--- src/rtl/if_fetch_unit.sv ---
// Instruction-fetch stage: fills a small word buffer from instruction memory,
// extracts the instruction at the architectural PC and registers {pc, instr}
// for the decoder. Honours decoder stall and jump redirects.
// Optional compressed-parcel support is enabled by defining FETCH_RVC_EN.

package PipelineReg;
    typedef struct packed {
        logic [31:0] pc;
        logic [31:0] instruction;
    } ID_STATE;
endpackage

module if_fetch_unit #(
    parameter logic [31:0] RESET_PC  = 32'h0000_0000,
    parameter int          FB_DEPTH  = 2,
    parameter logic [31:0] NOP_INSTR = 32'h0000_0013
) (
    input  logic                clk,
    input  logic                reset,
    output logic                imem_req,
    output logic [31:0]         imem_addr,
    input  logic [31:0]         imem_rdata,
    input  logic                stall,
    input  logic                jmp,
    input  logic [31:0]         jmp_pc,
    output PipelineReg::ID_STATE id_state,
    output logic                id_valid,
    output logic                id_rvc
);

    localparam int PTR_W = (FB_DEPTH > 1) ? $clog2(FB_DEPTH) : 1;
    localparam int CNT_W = $clog2(FB_DEPTH + 1);

    // Fetch buffer storage (small, read asynchronously at the head)
    logic [31:0]      fb_mem [FB_DEPTH];
    logic [PTR_W-1:0] rd_ptr;
    logic [PTR_W-1:0] wr_ptr;
    logic [CNT_W-1:0] count;

    logic [31:0] fetch_addr;
    logic [31:0] issue_pc;
    logic        inflight;
    logic        inflight_epoch;
    logic        epoch;

    logic [31:0] head_word;
    logic        can_issue;
    logic        issue_pop;
    logic        issue_rvc;
    logic [31:0] issue_instr;
    logic [31:0] issue_inc;
    logic        issue_fire;
    logic        pop_fire;
    logic        resp_ok;
    logic [CNT_W:0] occupancy;
    logic [31:0] redirect_pc;
    logic [1:0]  unused_jmp_bits;

    function automatic logic [PTR_W-1:0] ptr_inc(input logic [PTR_W-1:0] p);
        return (p == PTR_W'(FB_DEPTH - 1)) ? '0 : p + PTR_W'(1);
    endfunction

    assign head_word       = fb_mem[rd_ptr];
    assign unused_jmp_bits = jmp_pc[1:0];

`ifdef FETCH_RVC_EN
    logic [31:0] next_word;
    logic [15:0] parcel;
    assign next_word   = fb_mem[ptr_inc(rd_ptr)];
    assign parcel      = issue_pc[1] ? head_word[31:16] : head_word[15:0];
    assign redirect_pc = {jmp_pc[31:1], 1'b0};
`else
    assign redirect_pc = {jmp_pc[31:2], 2'b00};
`endif

    // Decide whether a complete instruction sits at issue_pc and how to consume it
    always_comb begin
        can_issue   = 1'b0;
        issue_pop   = 1'b0;
        issue_rvc   = 1'b0;
        issue_instr = NOP_INSTR;
        issue_inc   = 32'd4;
`ifdef FETCH_RVC_EN
        if (parcel[1:0] != 2'b11) begin
            // 16-bit parcel: the word is done once its upper parcel is used
            can_issue   = (count != '0);
            issue_instr = {16'h0000, parcel};
            issue_rvc   = 1'b1;
            issue_inc   = 32'd2;
            issue_pop   = issue_pc[1];
        end else if (!issue_pc[1]) begin
            can_issue   = (count != '0);
            issue_instr = head_word;
            issue_pop   = 1'b1;
        end else begin
            // 32-bit instruction straddling two words
            can_issue   = (count >= CNT_W'(2));
            issue_instr = {next_word[15:0], head_word[31:16]};
            issue_pop   = 1'b1;
        end
`else
        can_issue   = (count != '0);
        issue_instr = head_word;
        issue_pop   = 1'b1;
`endif
    end

    assign issue_fire = can_issue && !stall && !jmp;
    assign pop_fire   = issue_fire && issue_pop;
    assign resp_ok    = inflight && (inflight_epoch == epoch) && !jmp;

    // Occupancy counts this cycle's pop so the buffer streams at one word per cycle
    assign occupancy = {1'b0, count} + {{CNT_W{1'b0}}, inflight} - {{CNT_W{1'b0}}, pop_fire};
    assign imem_req  = reset && !jmp && (occupancy < (CNT_W + 1)'(FB_DEPTH));
    assign imem_addr = fetch_addr;

    // Buffer data array: written on accepted responses, no reset needed
    always_ff @(posedge clk) begin
        if (resp_ok) begin
            fb_mem[wr_ptr] <= imem_rdata;
        end
    end

    // Fetch control, buffer bookkeeping and the registered decode interface
    always_ff @(posedge clk or negedge reset) begin
        if (!reset) begin
            fetch_addr           <= RESET_PC;
            issue_pc             <= RESET_PC;
            rd_ptr               <= '0;
            wr_ptr               <= '0;
            count                <= '0;
            inflight             <= 1'b0;
            inflight_epoch       <= 1'b0;
            epoch                <= 1'b0;
            id_state.pc          <= 32'h0;
            id_state.instruction <= NOP_INSTR;
            id_valid             <= 1'b0;
            id_rvc               <= 1'b0;
        end else begin
            inflight       <= imem_req;
            inflight_epoch <= epoch;
            if (jmp) begin
                epoch                <= ~epoch;
                rd_ptr               <= '0;
                wr_ptr               <= '0;
                count                <= '0;
                fetch_addr           <= {jmp_pc[31:2], 2'b00};
                issue_pc             <= redirect_pc;
                id_state.instruction <= NOP_INSTR;
                id_valid             <= 1'b0;
                id_rvc               <= 1'b0;
            end else begin
                if (imem_req) begin
                    fetch_addr <= fetch_addr + 32'd4;
                end
                if (resp_ok) begin
                    wr_ptr <= ptr_inc(wr_ptr);
                end
                if (pop_fire) begin
                    rd_ptr <= ptr_inc(rd_ptr);
                end
                count <= count + {{(CNT_W-1){1'b0}}, resp_ok} - {{(CNT_W-1){1'b0}}, pop_fire};
                if (!stall) begin
                    if (issue_fire) begin
                        id_state.pc          <= issue_pc;
                        id_state.instruction <= issue_instr;
                        id_valid             <= 1'b1;
                        id_rvc               <= issue_rvc;
                        issue_pc             <= issue_pc + issue_inc;
                    end else begin
                        id_state.instruction <= NOP_INSTR;
                        id_valid             <= 1'b0;
                        id_rvc               <= 1'b0;
                    end
                end
            end
        end
    end

endmodule
--- config.mk ---
export PLATFORM = sky130hd
export DESIGN_NAME = if_fetch_unit
export DESIGN_NICKNAME = d
export VERILOG_FILES = /design/src/rtl/if_fetch_unit.sv
export SDC_FILE = /design/constraint.sdc
export NUM_CORES = 1
export LEC_CHECK = 0
export CORE_MARGIN = 1.5
export CORE_UTILIZATION = 35
export DETAILED_ROUTE_END_ITERATION = 7
export PLACE_DENSITY = 0.56
export SYNTH_ARGS = -nofsm -noshare
export SYNTH_HDL_FRONTEND = slang
export SYNTH_SLANG_ARGS = --single-unit
--- constraint.sdc ---
create_clock -name clk -period 3.8 [get_ports clk]
set_input_delay 0.38 -clock clk [delete_from_list [all_inputs] [get_ports clk]]
set_output_delay 0.38 -clock clk [all_outputs]
set_load 0.01 [all_outputs]
==> results.ini <==
[layout]
drive_above_1_share=0.0873
final_area_um2=10800
syn_to_final_growth_pct=31.5
fillers=2148
diodes=0
final_cell_mix=nand2_1 (163), clkdlybuf4s50_1 (157), dfrtp_1 (125)
fin_cells=1206
post-route-util=0.474
final_common_cell=nand2_1
fin_nets=954

[placement]
dpl.hpwl_um=14300
place_area_um2=10200
gp_congestion=0.777
port_buffers=159
dp_cells=1172

[worst_setup_path]
cp-end-kind=output pin
slowest_stage=clkdlybuf4s50_1
worst_setup_path_start_kind=flop
slowest_delay_ps=530
crit_buf_inv=3
r2r_end=imem_addr[20]$_DFFE_PN0P_
arrival_ps=3220
required_ps=3420
r2r-start=count[1]$_DFF_PN0_
cp.depth=10
r2r_setup_slack_ps=620
critPathMaxFanout=6
r2r_cells=12
cp_top_family=buffers and inverters
worstSetupPathType=reg2out
cp_cell_sequence=o21bai_1 > nand2b_2 > inv_1 > ha_1 > nand2b_1 > fa_1 > xor2_2 > or2_1 > inv_2 > clkdlybuf4s50_1
cp-endpoint=imem_req
startpoint=count[1]$_DFF_PN0_

[cts]
clk_pin_slew_ps=90
clk_latency_ps=430
cts_buffers=17
cts_max_path_buffers=2
clkSinkCount=194
cts_tree=done
root_buffer=clkbuf_16
htree_levels=4

[grt]
grtUsageTotal=0.177
grt_first_pass_wirelength_um=32900
grt_max_degree=64
first_global_vias=5764
antenna_found_initial=0
grt_overflow=0

[die]
core_area_um2=22800
die_width_um=156
dieArea_um2=24500
initial_utilization=0.360
io_pins=167
rows=55
die_y_um=156

[power_and_ir_drop]
power.leakage_uw=0.00425
ir_worst_vdd_uv=260
power_density_nw_per_um2=535

[route]
dr_total_vias=5935
post_drt_via_cell_ratio=4.92
drt_pass1_iterations=4
drc=0
drt-total-wl_um=20700
drtAntennaViolNets=0
wl_per_cell_um=17.2
drt_iter0_markers=339

[logic_synthesis]
synth_area_leaders=dfrtp_1 (39%), edfxtp_1 (23%), nand2_1 (7.4%), mux2i_1 (4.0%), o21ai_0 (3.6%)
synth_edf_count=64
synth_area_um2=8240
yosysWarnings=0
ys_seq_area_frac=0.629
ys.flop_type=dfrtp_1
synthArstFlopShare=0.670
ys_ff_latch=194
synthCells=719
synth_top_area_share=0.386
synthDistinctLibCells=49
synth_top_area_cell=dfrtp_1
syn_area_per_cell_um2=11.5

[timing]
clock.fmax_mhz=278
tightest_slew_ps=1090
rsz0062_at_grt=no
slew_headroom=0.274
setup_viol=0
report.final.hold_viol_count=0
tns_ps=0
finalClockSkew_ps=14.0
holdWs_ps=408
period_share=0.948
finalMaxSlewViolations=0
fin_crit_ps=3600

[run_status]
status=finished, final reports clean

[run]
cap_violations=0

[worst_hold_path]
min_path_type=in2async

-- kinds of logic after synthesis --
logic type                 after synthesis  share of synthesized area
buffers and inverters                   50                     0.0269
xor gates and xnor gates                44                     0.0468
muxes                                   41                     0.0510
and+or+nand+nor                        280                      0.161
adders and majority gates                6                     0.0100
DFF                                    194                      0.629
other                                    1                   0.000455
AOI/OAI and AO/OA                      103                     0.0749
-- final cells by class --
class / instances / area [µm²] / area share
sequential: 194 / 5180 / 0.479
inverter: 13 / 48.8 / 0.00451
tap: 313 / 392 / 0.0362
clock inverter: 15 / 193 / 0.0178
multi-input combinational: 479 / 2880 / 0.266
timing repair buffer: 175 / 1710 / 0.158
clock buffer: 17 / 425 / 0.0393
-- cells in the mapped netlist, drive strengths merged, types with 4 or more instances --
cell      n
a21oi    10
and3      4
buf      14
clkbuf   23
dfrtp   127
edfxtp   64
ha        5
inv      12
mux2      8
mux2i    33
nand2   164
nand3    31
nand4    28
nor2     25
nor4      7
o211ai   10
o21ai    60
o311ai   16
xnor2    17
xor2     27
-- what timing repair did --
item                                    CTS  global route
hold endpoints to repair                 34             0
endpoints found under the setup margin    0             1
setup buffers                             0             1
gates resized for setup                   0             2
hold buffers                              1             0
-- state kept, by name, summed over array words and instances, names as in the netlist --
register and cells:
count 2, imem_addr 30, id_valid 1, inflight 1
inflight_epoch 1, rd_ptr 1, wr_ptr 1, epoch 1
issue_pc 30, id_state 62, fb_mem 64
-- report_power, final --
group | total (µW) | internal, µW | switching (µW)
logic | 1220 | 635 | 582
clock network | 1840 | 952 | 891
registers | 2740 | 2460 | 273
-- metal layers --
metal / global-route usage / routed length, µm / vias up
met4: 0.0522 / 393 / 0
li1: - / - / 2854
met3: 0.0424 / 973 / 24
met2: 0.284 / 9970 / 127
met1: 0.237 / 9410 / 2930
met5: 0 / 0 / -
-- worst min-delay path by stage --
stage | to | start | cells past startpoint | slack (ps)
after floorplan | count[0]$_DFF_PN0_ | reset | 0 | 80
after global placement | imem_addr[19]$_DFFE_PN0P_ | reset | 1 | 320
after detailed placement | imem_addr[19]$_DFFE_PN0P_ | reset | 1 | 310
after CTS | imem_addr[19]$_DFFE_PN0P_ | reset | 2 | 420
after global routing | imem_addr[19]$_DFFE_PN0P_ | reset | 2 | 440
final | imem_addr[19]$_DFFE_PN0P_ | reset | 2 | 410
-- stage by stage --
step                      setup slack [ps]  total power, µW
after floorplan                        255             3280
after global placement                 144             3990
after detailed placement              99.6             4010
after CTS                              107             5870
after global routing                  31.2             6110
final                                  198             5800
(Power assumes the default switching activity.)
